`config.mk`:
```
export PLATFORM = sky130hd
export DESIGN_NAME = adc_capture_multi
export DESIGN_NICKNAME = d
export VERILOG_FILES = /design/src/rtl/adc_capture_multi.sv
export SDC_FILE = /design/constraint.sdc
export NUM_CORES = 1
export LEC_CHECK = 0
export ABC_CLOCK_PERIOD_IN_PS = 4400
export CAP_MARGIN = 10
export CORE_ASPECT_RATIO = 0.9
export CORE_MARGIN = 4
export CORE_UTILIZATION = 45
export CTS_CLUSTER_SIZE = 8
export DETAILED_ROUTE_END_ITERATION = 6
export PLACE_DENSITY = 0.73
export SETUP_SLACK_MARGIN = 0.4
export SLEW_MARGIN = 30
export SYNTH_ARGS = -nofsm -noshare
export SYNTH_HDL_FRONTEND = slang
export SYNTH_SLANG_ARGS = --single-unit
```
`constraint.sdc`:
```
create_clock -name clk -period 4.4 [get_ports clk]
set_input_delay 0.44 -clock clk [delete_from_list [all_inputs] [get_ports clk]]
set_output_delay 0.44 -clock clk [all_outputs]
set_load 0.02 [all_outputs]
```
`src/rtl/adc_capture_multi.sv`:
```
// Lock-stepped multi-lane SPI ADC capture engine.
// Each conversion word is buffered in a first-word-fall-through FIFO.
module adc_capture_multi #(
    parameter int unsigned DATA_W     = 8,
    parameter int unsigned NCH        = 2,
    parameter int unsigned CLKDIV     = 2,
    parameter int unsigned CS_HIGH    = 4,
    parameter int unsigned FIFO_DEPTH = 8,
    parameter int unsigned NSAMP_W    = 16
) (
    input  logic                     clk,
    input  logic                     reset,
    input  logic                     start,
    input  logic [NSAMP_W-1:0]       nsamp,
    input  logic [NCH-1:0]           miso,
    output logic                     sclk,
    output logic                     cs,
    output logic [NCH*DATA_W-1:0]    m_data,
    output logic                     m_valid,
    input  logic                     m_ready,
    output logic                     busy,
    output logic                     done,
    output logic                     overflow
);

    localparam int unsigned CMAX  = (2 * CLKDIV > CS_HIGH) ? 2 * CLKDIV : CS_HIGH;
    localparam int unsigned CNT_W = $clog2(CMAX);
    localparam int unsigned BIT_W = (DATA_W > 1) ? $clog2(DATA_W) : 1;
    localparam int unsigned AW    = $clog2(FIFO_DEPTH);
    localparam int unsigned WW    = NCH * DATA_W;

    localparam logic [CNT_W-1:0] SetupLast = CNT_W'(CLKDIV - 1);
    localparam logic [CNT_W-1:0] BitHalf   = CNT_W'(CLKDIV);
    localparam logic [CNT_W-1:0] BitLast   = CNT_W'(2 * CLKDIV - 1);
    localparam logic [CNT_W-1:0] HoldLast  = CNT_W'(CS_HIGH - 1);
    localparam logic [BIT_W-1:0] LastBit   = BIT_W'(DATA_W - 1);

    typedef enum logic [2:0] {StIdle, StSetup, StShift, StHold, StDone} state_e;

    state_e                     state_q, state_d;
    logic [CNT_W-1:0]           cyc_q, cyc_d;
    logic [BIT_W-1:0]           bit_q, bit_d;
    logic [NSAMP_W-1:0]         left_q, left_d;
    logic                       ovf_q, ovf_d;
    logic                       cs_q, cs_d, sclk_q, sclk_d;
    logic                       push, sample;
    logic [NCH-1:0][DATA_W-1:0] sh_q;

    logic [WW-1:0]              mem [FIFO_DEPTH];
    logic [AW-1:0]              wptr_q, rptr_q;
    logic [AW:0]                cnt_q;
    logic                       full, pop, wr_en;

    assign full     = (cnt_q == (AW + 1)'(FIFO_DEPTH));
    assign m_valid  = (cnt_q != '0);
    assign pop      = m_valid & m_ready;
    assign wr_en    = push & (~full | pop);
    assign m_data   = mem[rptr_q];
    assign busy     = (state_q != StIdle);
    assign done     = (state_q == StDone);
    assign overflow = ovf_q;
    assign cs       = cs_q;
    assign sclk     = sclk_q;

    always_comb begin
        state_d = state_q;
        cyc_d   = cyc_q;
        bit_d   = bit_q;
        left_d  = left_q;
        ovf_d   = ovf_q;
        push    = 1'b0;
        sample  = 1'b0;
        unique case (state_q)
            StIdle: begin
                if (start) begin
                    ovf_d = 1'b0;
                    cyc_d = '0;
                    if (nsamp != '0) begin
                        left_d  = nsamp;
                        state_d = StSetup;
                    end else begin
                        state_d = StDone;
                    end
                end
            end
            StSetup: begin
                if (cyc_q == SetupLast) begin
                    cyc_d   = '0;
                    bit_d   = '0;
                    state_d = StShift;
                end else begin
                    cyc_d = cyc_q + 1'b1;
                end
            end
            StShift: begin
                // Lanes are sampled on the edge where sclk rises.
                sample = (cyc_q == SetupLast);
                if (cyc_q == BitLast) begin
                    cyc_d = '0;
                    if (bit_q == LastBit) state_d = StHold;
                    else                  bit_d   = bit_q + 1'b1;
                end else begin
                    cyc_d = cyc_q + 1'b1;
                end
            end
            StHold: begin
                push = (cyc_q == '0);
                if (cyc_q == HoldLast) begin
                    cyc_d   = '0;
                    left_d  = left_q - 1'b1;
                    state_d = (left_q == NSAMP_W'(1)) ? StDone : StSetup;
                end else begin
                    cyc_d = cyc_q + 1'b1;
                end
            end
            StDone:  state_d = StIdle;
            default: state_d = StIdle;
        endcase
        if (push && full && !pop) ovf_d = 1'b1;
        // cs/sclk are registered from next state so the ADC sees glitch-free lines.
        cs_d   = !(state_d == StSetup || state_d == StShift);
        sclk_d = !(state_d == StShift && cyc_d < BitHalf);
    end

    always_ff @(posedge clk or posedge reset) begin
        if (reset) begin
            state_q <= StIdle;
            cyc_q   <= '0;
            bit_q   <= '0;
            left_q  <= '0;
            ovf_q   <= 1'b0;
            cs_q    <= 1'b1;
            sclk_q  <= 1'b1;
            sh_q    <= '0;
        end else begin
            state_q <= state_d;
            cyc_q   <= cyc_d;
            bit_q   <= bit_d;
            left_q  <= left_d;
            ovf_q   <= ovf_d;
            cs_q    <= cs_d;
            sclk_q  <= sclk_d;
            if (sample) begin
                for (int i = 0; i < NCH; i++) begin
                    sh_q[i] <= (sh_q[i] << 1) | DATA_W'(miso[i]);
                end
            end
        end
    end

    always_ff @(posedge clk or posedge reset) begin
        if (reset) begin
            wptr_q <= '0;
            rptr_q <= '0;
            cnt_q  <= '0;
        end else begin
            if (wr_en) wptr_q <= wptr_q + 1'b1;
            if (pop)   rptr_q <= rptr_q + 1'b1;
            case ({wr_en, pop})
                2'b10:   cnt_q <= cnt_q + 1'b1;
                2'b01:   cnt_q <= cnt_q - 1'b1;
                default: cnt_q <= cnt_q;
            endcase
        end
    end

    always_ff @(posedge clk) begin
        if (wr_en) mem[wptr_q] <= sh_q;
    end

endmodule

```
==> impl_metrics.toml, run 1 <==
[grt]
grt_pass1_vias = 4491
grt.overflow.total = 0
grt_pass1_wl_um = 24800
grt_antenna_before_repair = 0
grtUsageTotal_pct = 16.4
grt_max_degree = 32

[synthesis]
syn_avg_cell_area_sq_um = 16.1
synth_top_area_share_pct = 49.3
synth_edf_count = 128
netlist_area_sq_mm = 0.00780
syn_nets = 518
synth_area_leaders = "edfxtp_1, dfrtp_1, mux4_2, mux2_2, ha_1"
async_flop_share_pct = 29.3
synthCells = 483
synth_ff_type = "edfxtp_1"
yosysTopAreaCell = "edfxtp_1"
yosys_warnings = 0
synth-seq-cells = 181
ys_types = 61
yosysSeqAreaShare_pct = 66.3

[placed_design]
placed_area_sq_mm = 0.00852
post-place-cells = 747
port_buffers = 43
post-place-ws_ns = 1.39
gp_congestion = 0.831
hpwl_um = 9540

[finish]
fin_area_sq_mm = 0.00908
diodes = 0
fin_cells = 779
most-common-layout-cells = "edfxtp_1, dfrtp_1, clkdlybuf4s50_1"
area_growth_pct = 16.4
fillers = 1340
layout_commonest_cell = "edfxtp_1"
fin_nets = 566
drive_gt1_share_pct = 23.3

[clock_tree]
clk_pin_slew_ns = 0.07
ctsResizeCount = 0
clock_latency_ns = 0.42
cts_tree = "built"
cts-root-buf = "clkbuf_16"
h-tree-depth = 4
cts_hold_buf = 0
cts.sinks = 181
cts_buffer_depth = 2
post_cts_buffers = 0
cts-buffers-inserted = 17

[floorplanning]
rows = 45
start_util_pct = 46.0
core_sq_mm = 0.0169
ios = 44
chipWidth_um = 147
die_area_sq_mm = 0.0195
fp.dieH_um = 133

[setup_path]
cp_max_fo = 22
critPathRequiredTime_ns = 3.96
arrival_ns = 2.93
end_kind = "primary output"
crit_type = "reg2out"
startpoint_type = "flip-flop"

[drt]
drtAntennaViolNets = 0
routed_wl_um = 15300
wire_per_inst_um = 19.6
vias = 4364
vias_per_cell = 5.60
drc_errors = 0
drt_iter0_markers = 265
drtPass1Iterations = 4

[sta]
period_share_pct = 76.6
rsz0062_at_grt = "no"
fin_worst_skew_ns = 0.00888
fmax_mhz = 297
finalCriticalPeriod_ns = 3.37
hold_violations = 0
hold-worst-slack_ns = 0.478
setup_viol = 0
tns_ns = 0
setup_slack_ns = 1.03
worstMarginPinSlew_ns = 0.951
slew_violations = 0
relSlewSlack_pct = 36.6

[min_path]
hold_class = "in2async"

[run]
drv_cap = 0

[power]
leakage_uw = 0.00316
vdd.ir_drop.worst_uv = 453
powerDensity_mw_per_mm2 = 695

[run_status]
status = "finished, final reports clean"
[per-layer routing]
metal | GRT usage (%) | vias to the layer above | share of wire, %
met1 | 22.4 | 2207 | 44
met4 | 4.34 | 0 | 0.80
met3 | 4.35 | 9 | 5.2
met2 | 26.3 | 141 | 50
li1 | - | 2007 | -
met5 | 0 | - | 0
[synthesized netlist by cell type (7+ instances only)]
| cell type | count |
|---|---|
| inv_1 | 15 |
| clkbuf_1 | 20 |
| nor4_1 | 10 |
| nor3_1 | 11 |
| o21ai_0 | 7 |
| o22a_1 | 9 |
| nor2_1 | 18 |
| mux4_2 | 32 |
| ha_1 | 12 |
| mux2_2 | 37 |
| dfrtp_1 | 51 |
| nand2_1 | 18 |
| a21oi_1 | 17 |
| edfxtp_1 | 128 |
[critical path, cell delays in order (launching register included)]
cell             delay [ns]
dfrtp_2                0.62
buf_4                  0.49
mux4_2                 0.56
mux2_2                 0.27
clkdlybuf4s50_1        0.55
[power by group]
group | switching (uW) | internal, uW | total [uW] | leakage (uW)
combinational | 964 | 1080 | 2050 | 0.00111
clock | 647 | 788 | 1440 | 0.000272
sequential | 486 | 2340 | 2820 | 0.00177
total | 2100 | 4210 | 6300 | 0.00316
[sequential cells by signal, summed over array words and instances (netlist names)]
name and count:
mem 128, left_q 16, sh_q 16, cnt_q 4, bit_q 3, rptr_q 3
state_q 3, wptr_q 3, cyc_q 2, cs 1, overflow 1, sclk 1
[cell type report]
cell class	instances	area [sq um]	area share, %
Inverter	15	56.3	0.620
Tap cell	235	294	3.24
Multi-Input combinational cell	259	2460	27.1
Clock inverter	14	125	1.38
Clock buffer	18	429	4.73
Sequential cell	181	5170	57.0
Timing Repair Buffer	57	536	5.90
[path summary, 6_finish.rpt]
| check | startpoint | endpoint | slack (ns) | depth (start not counted) |
|---|---|---|---|---|
| setup reg to reg | state_q[1] | cnt_q[3] | 1.54 | 7 |
| hold / removal | reset | left_q[9] | 0.48 | 2 |
| min in group clk | wptr_q[0] | wptr_q[0] | 0.51 | 1 |
| max in group asynchronous | reset | sclk | 3.04 | 3 |
| setup / recovery | rptr_q[0] | m_data[10] | 1.03 | 4 |
| hold reg to reg | wptr_q[0] | wptr_q[0] | 0.51 | 1 |
[metrics by stage]
step                utilization, %  total power [uW]
floorplan                        -              4190
detailed placement            50.3              4920
global route                  53.6              6670
CTS                           53.5              6360
global placement              50.3              4830
finish                        53.6              6300
[cells by family (layout without fill, tap and decap cells)]
family,Yosys count,in the layout,synth area share [%]
AO/OA/AOI/OAI,71,71,6.63
XOR/XNOR,7,7,0.786
AND/OR/NAND/NOR,96,96,6.85
multiplexers,72,72,15.0
buffers and inverters,43,104,2.23
adder cells (fa/ha/maj),13,13,2.18
flip-flops,181,181,66.3
Power figures use the tool's default switching activity.
==> run 2: changes to the inputs <==
- ABC_CLOCK_PERIOD_IN_PS: 4400 -> 3100
- PLACE_DENSITY: 0.73 -> 0.75
- clock period: 4.4 -> 3.1 ns (I/O delays scaled with it)
==> run 2 against run 1 <==
Compared with the run above: combinational power rose by 50%; sequential share of layout area fell by 1.0 points; flip-flop and latch count did not move; clock skew rose by 0.0024 ns; worst hold slack got worse by 0.31 ns; clock-buffer cell count fell by 1; worst setup slack got worse by 0.51 ns; die area did not move; power rose by 44%.
==> impl_metrics.toml, run 2 (same netlist as run 1, synthesis figures left out) <==
[run_status]
status = "finished, final reports clean"

[finish]
largest_reg_flops = 128
largest_registers = "mem: 128 flops, left_q: 16 flops, sh_q: 16 flops"
diodes = 0
area_growth_pct = 18.5
fin_nets = 573
most-common-layout-cells = "edfxtp_1, dfrtp_1, mux2_2"
fillers = 1315
seqCellArea_sq_mm = 0.00517
largest-register = "mem"
layout_commonest_cell = "edfxtp_1"
multi_input_area_sq_mm = 0.00246
drive_gt1_share_pct = 24.7

[sta]
hold-worst-slack_ns = 0.170
slew_violations = 0
relSlewSlack_pct = 59.9
worstMarginPinSlew_ns = 0.595
hold_violations = 0
setup_viol = 0
period_share_pct = 83.1
fmax_mhz = 388
rsz0062_at_grt = "no"
fin_worst_skew_ns = 0.0112
tns_ns = 0
finalCriticalPeriod_ns = 2.58

[clock_tree]
cts.sinks = 181
clock_latency_ns = 0.44
clk_pin_slew_ns = 0.07
h-tree-depth = 4
cts_hold_buf = 0
cts_buffer_depth = 2
cts-root-buf = "clkbuf_16"
cts-buffers-inserted = 17
cts_tree = "built"

[grt]
grt_pass1_vias = 4636
grtUsageTotal_pct = 16.4
grt_antenna_before_repair = 0
grt_pass1_wl_um = 24800
grt_max_degree = 33
grt.overflow.total = 0

[drt]
drtPass1Iterations = 5
vias = 4371
routed_wl_um = 15300
drt_iter0_markers = 307
wire_per_inst_um = 19.5
drc_errors = 0
vias_per_cell = 5.56
drtAntennaViolNets = 0

[power]
powerDensity_mw_per_mm2 = 986
combPwrFrac_pct = 33.8
power.switching_uw = 3060
swShare_pct = 33.6
power_uw = 9110
internal_power_uw = 6050
leakage_uw = 0.00337
power.share.clock_pct = 23.4
vdd.ir_drop.worst_uv = 492
seqPwrFrac_pct = 42.7

[floorplanning]
chipWidth_um = 147
rows = 45
core_sq_mm = 0.0169
ios = 44
fp.dieH_um = 133
die_area_sq_mm = 0.0195
start_util_pct = 46.0

[setup_path]
arrival_ns = 2.27
startpoint_type = "flip-flop"
end_kind = "primary output"
critPathRequiredTime_ns = 2.79
crit_type = "reg2out"
cp_max_fo = 15

[run]
drv_cap = 0

[placed_design]
gp_congestion = 0.861
port_buffers = 43
hpwl_um = 9160

[min_path]
hold_class = "in2async"
==> run 2: cell types whose count changed in the layout (fill, tap and decap cells not counted), moves of 2 or more <==
cell             change
buf_4                +4
clkinv_8             +2
clkdlybuf4s50_1     -16
dlymetal6s2s_1      +16
clkinv_1             -2
clkinv_4             +3
==> run 2: final timing paths <==
check | depth (start not counted) | from | slack (ns) | to
max | 5 | rptr_q[0] | 0.52 | m_data[1]
min reg2reg | 1 | rptr_q[2] | 0.48 | rptr_q[2]
max in group asynchronous | 3 | reset | 2.25 | rptr_q[0]
min in group clk | 1 | rptr_q[2] | 0.48 | rptr_q[2]
min | 2 | reset | 0.17 | left_q[14]
max reg2reg | 7 | cnt_q[0] | 0.72 | cnt_q[3]
==> run 2: layout make-up <==
cell class              count  share of cell area [%]
well taps                 235                    3.18
clock inverters            15                    1.80
repair buffers             64                    7.16
clock buffers              17                    4.60
flip-flops and latches    181                    56.0
multi-input cells         259                    26.6
inverters                  15                   0.609
==> run 2: worst max-delay path: stages (launching register included) <==
cell and delay (ns):
dfrtp_2 0.45, clkbuf_16 0.24, buf_4 0.16, mux4_2 0.49, mux2_2 0.28, dlymetal6s2s_1 0.21
==> run 2: timing repair <==
action	in CTS	in global routing
endpoints found under the hold margin	0	0
endpoints found under the setup margin	16	16
setup buffers	0	2
gates resized for setup	0	17
cloned	0	1
==> run 2: power groups by stage <==
stage | clock [uW] | combinational [uW] | sequential [uW]
after floorplan | 0 | 2230 | 3730
after global placement | 0 | 2990 | 3870
after detailed placement | 0 | 3080 | 3940
after CTS | 2170 | 3100 | 3890
after global routing | 2280 | 3370 | 3990
final | 2130 | 3080 | 3890
==> run 2: through the flow <==
| step | worst slack, ns | cells | util (%) | cell area, sq um |
|---|---|---|---|---|
| 3_3_place_gp | 0.726 | 751 | 50.5 | 8560 |
| 6_report | 0.524 | 786 | 54.5 | 9240 |
| 3_5_place_dp | 0.700 | 751 | 50.5 | 8560 |
| 5_1_grt | 0.458 | 786 | 54.5 | 9240 |
| 2_1_floorplan | 0.680 | 483 | - | 7810 |
| 4_1_cts | 0.215 | 783 | 54.0 | 9160 |
==> run 2: layer usage <==
layer / GRT usage, % / part of all wire, % / up-vias
met5: 0 / 0 / -
met4: 5.02 / 1.1 / 0
met3: 4.35 / 4.8 / 16
met2: 26.8 / 49 / 120
met1: 21.8 / 45 / 2222
li1: - / - / 2013
==> run 3: changes to the inputs <==
- ABC_CLOCK_PERIOD_IN_PS: 3100 -> 2700
- PLACE_DENSITY: 0.75 -> 0.73
- clock period: 3.1 -> 2.7 ns (I/O delays scaled with it)
==> run 3 against run 2 <==
Compared with the run above: worst setup slack worse by 0.18 ns; register-to-register slack worse by 0.22 ns; utilization is 0.74 points higher; power is 18% higher; non-clock buffer count is 6 higher; first-iteration DRC count is 25% lower; cell count is 0.76% higher; final area is 1.4% higher; clock-buffer cell count is 3 higher; sequential share of layout area is 0.69 points lower; flip-flop and latch count stayed put; critical path type unchanged; highest routed layer unchanged.
==> impl_metrics.toml, run 3 (same netlist as run 1, synthesis figures left out) <==
[setup_path]
end_kind = "primary output"
path_cells = "buf_6 -> buf_12 -> mux4_2 -> mux2_4 -> buf_6"
startpoint_type = "flip-flop"
critPathRequiredTime_ns = 2.43
critPathSlowestCell = "mux4_2"
crit_type = "reg2out"
rrSetupSlack_ns = 0.50
critPathMaxStageDelay_ns = 0.51
cp_common_cell = "buf_6"
cp_max_fo = 8
arrival_ns = 2.08

[sta]
fin_worst_skew_ns = 0.00799
period_share_pct = 87.1
finalCriticalPeriod_ns = 2.35
hold_violations = 0
relSlewSlack_pct = 51.7
tns_ns = 0
fmax_mhz = 425
rsz0062_at_grt = "yes"
slew_violations = 0
worstMarginPinSlew_ns = 0.723
setup_viol = 0

[grt]
grt.overflow.total = 0
grt_pass1_wl_um = 25300
grtUsageTotal_pct = 16.7
grt_antenna_before_repair = 0
grt_max_degree = 34
grt_pass1_vias = 4686

[drt]
maxUsedRoutingLayer = "met4"
routed-wl-met2_um = 7900
vias_per_cell = 5.66
wl_met1_um = 6720
drtAntennaViolNets = 0
vias = 4480
drc_errors = 0
dr_wl_met3_um = 774
wire_per_inst_um = 19.6
drt_iter0_markers = 231
routed_wl_um = 15500
drtPass1Iterations = 4

[clock_tree]
h-tree-depth = 4
cts.sinks = 181
cts_hold_buf = 0
cts_tree = "built"
cts-root-buf = "clkbuf_16"
clk_pin_slew_ns = 0.06
cts_buffer_depth = 2
clock_latency_ns = 0.42
cts-buffers-inserted = 17

[finish]
most-common-layout-cells = "edfxtp_1, dfrtp_1, mux4_2"
fin_cells = 792
area_growth_pct = 20.1
fin_nets = 579
diodes = 0
largest-register = "mem"
largest_registers = "mem: 128 flops, left_q: 16 flops, sh_q: 16 flops"
largest_reg_flops = 128
layout_commonest_cell = "edfxtp_1"
fin_area_sq_mm = 0.00936
fillers = 1335
drive_gt1_share_pct = 29.1

[power]
leakage_uw = 0.00337
powerDensity_mw_per_mm2 = 1150
vdd.ir_drop.worst_uv = 697

[floorplanning]
ios = 44
chipWidth_um = 147
die_area_sq_mm = 0.0195
rows = 45
fp.dieH_um = 133
core_sq_mm = 0.0169
start_util_pct = 46.0

[placed_design]
hpwl_um = 9000
gp_congestion = 0.887
port_buffers = 43
placed_area_sq_mm = 0.00858
post-place-cells = 751

[run_status]
status = "finished, final reports clean"

[min_path]
hold_class = "in2async"

[run]
drv_cap = 0
-- run 3: cell types whose count changed in the layout (fill, tap and decap cells not counted), sizes merged --
cell	previous run	this run
buf	20	43
bufinv	1	0
clkbuf	18	20
clkdlybuf4s50	27	26
clkinv	7	6
clkinvlp	0	1
dlymetal6s2s	16	1
inv	22	20
-- run 3: path summary, 6_finish.rpt --
check,from,end,depth (start not counted)
hold reg to reg,rptr_q[2],rptr_q[2],1
hold / removal,reset,sh_q[14],2
setup reg to reg,left_q[4],left_q[15],4
min in group clk,miso[0],sh_q[0],2
max in group asynchronous,reset,sh_q[3],3
setup / recovery,rptr_q[0],m_data[11],5
-- run 3: stage by stage --
step	worst slack (ns)	power, uW	utilization, %	hold WS (ns)
finish	0.347	10800	55.3	0.339
global route	0.268	11400	55.3	0.377
CTS	0.329	10800	54.9	0.360
detailed placement	0.114	8090	50.6	0.464
global placement	0.236	7920	50.6	0.463
floorplan	0.280	6840	-	0.422
-- run 3: critical path, delay by kind of cell (launching register included) --
kind     cells  cell delay (ns)
buf+inv      3             0.39
flops        1             0.45
mux          2             0.82
-- run 3: timing repair --
action	4_1_cts	5_1_grt
cloned	3	0
resized for setup	113	13
endpoints found under the hold margin	0	0
endpoints found under the setup margin	17	34
pin swaps	0	1
setup buffers	4	2
-- run 3: layout make-up --
type | count | area [sq um] | share of cell area [%]
flip-flops and latches | 181 | 5180 | 55.3
multi-input cells | 259 | 2540 | 27.2
repair buffers | 70 | 761 | 8.12
well taps | 235 | 294 | 3.14
clock buffers | 20 | 437 | 4.66
clock inverters | 12 | 93.8 | 1.00
inverters | 15 | 56.3 | 0.601
-- run 3: report_power, final --
| part | switching [uW] | internal [uW] |
|---|---|---|
| logic | 1850 | 2190 |
| clock network | 1050 | 1190 |
| registers | 688 | 3820 |
-- run 3: layer usage --
layer  GRT usage [%]  vias to the layer above
met5               0                        -
met4            4.23                        0
met3            4.04                       12
met2            27.6                      124
met1            22.3                     2314
li1                -                     2030
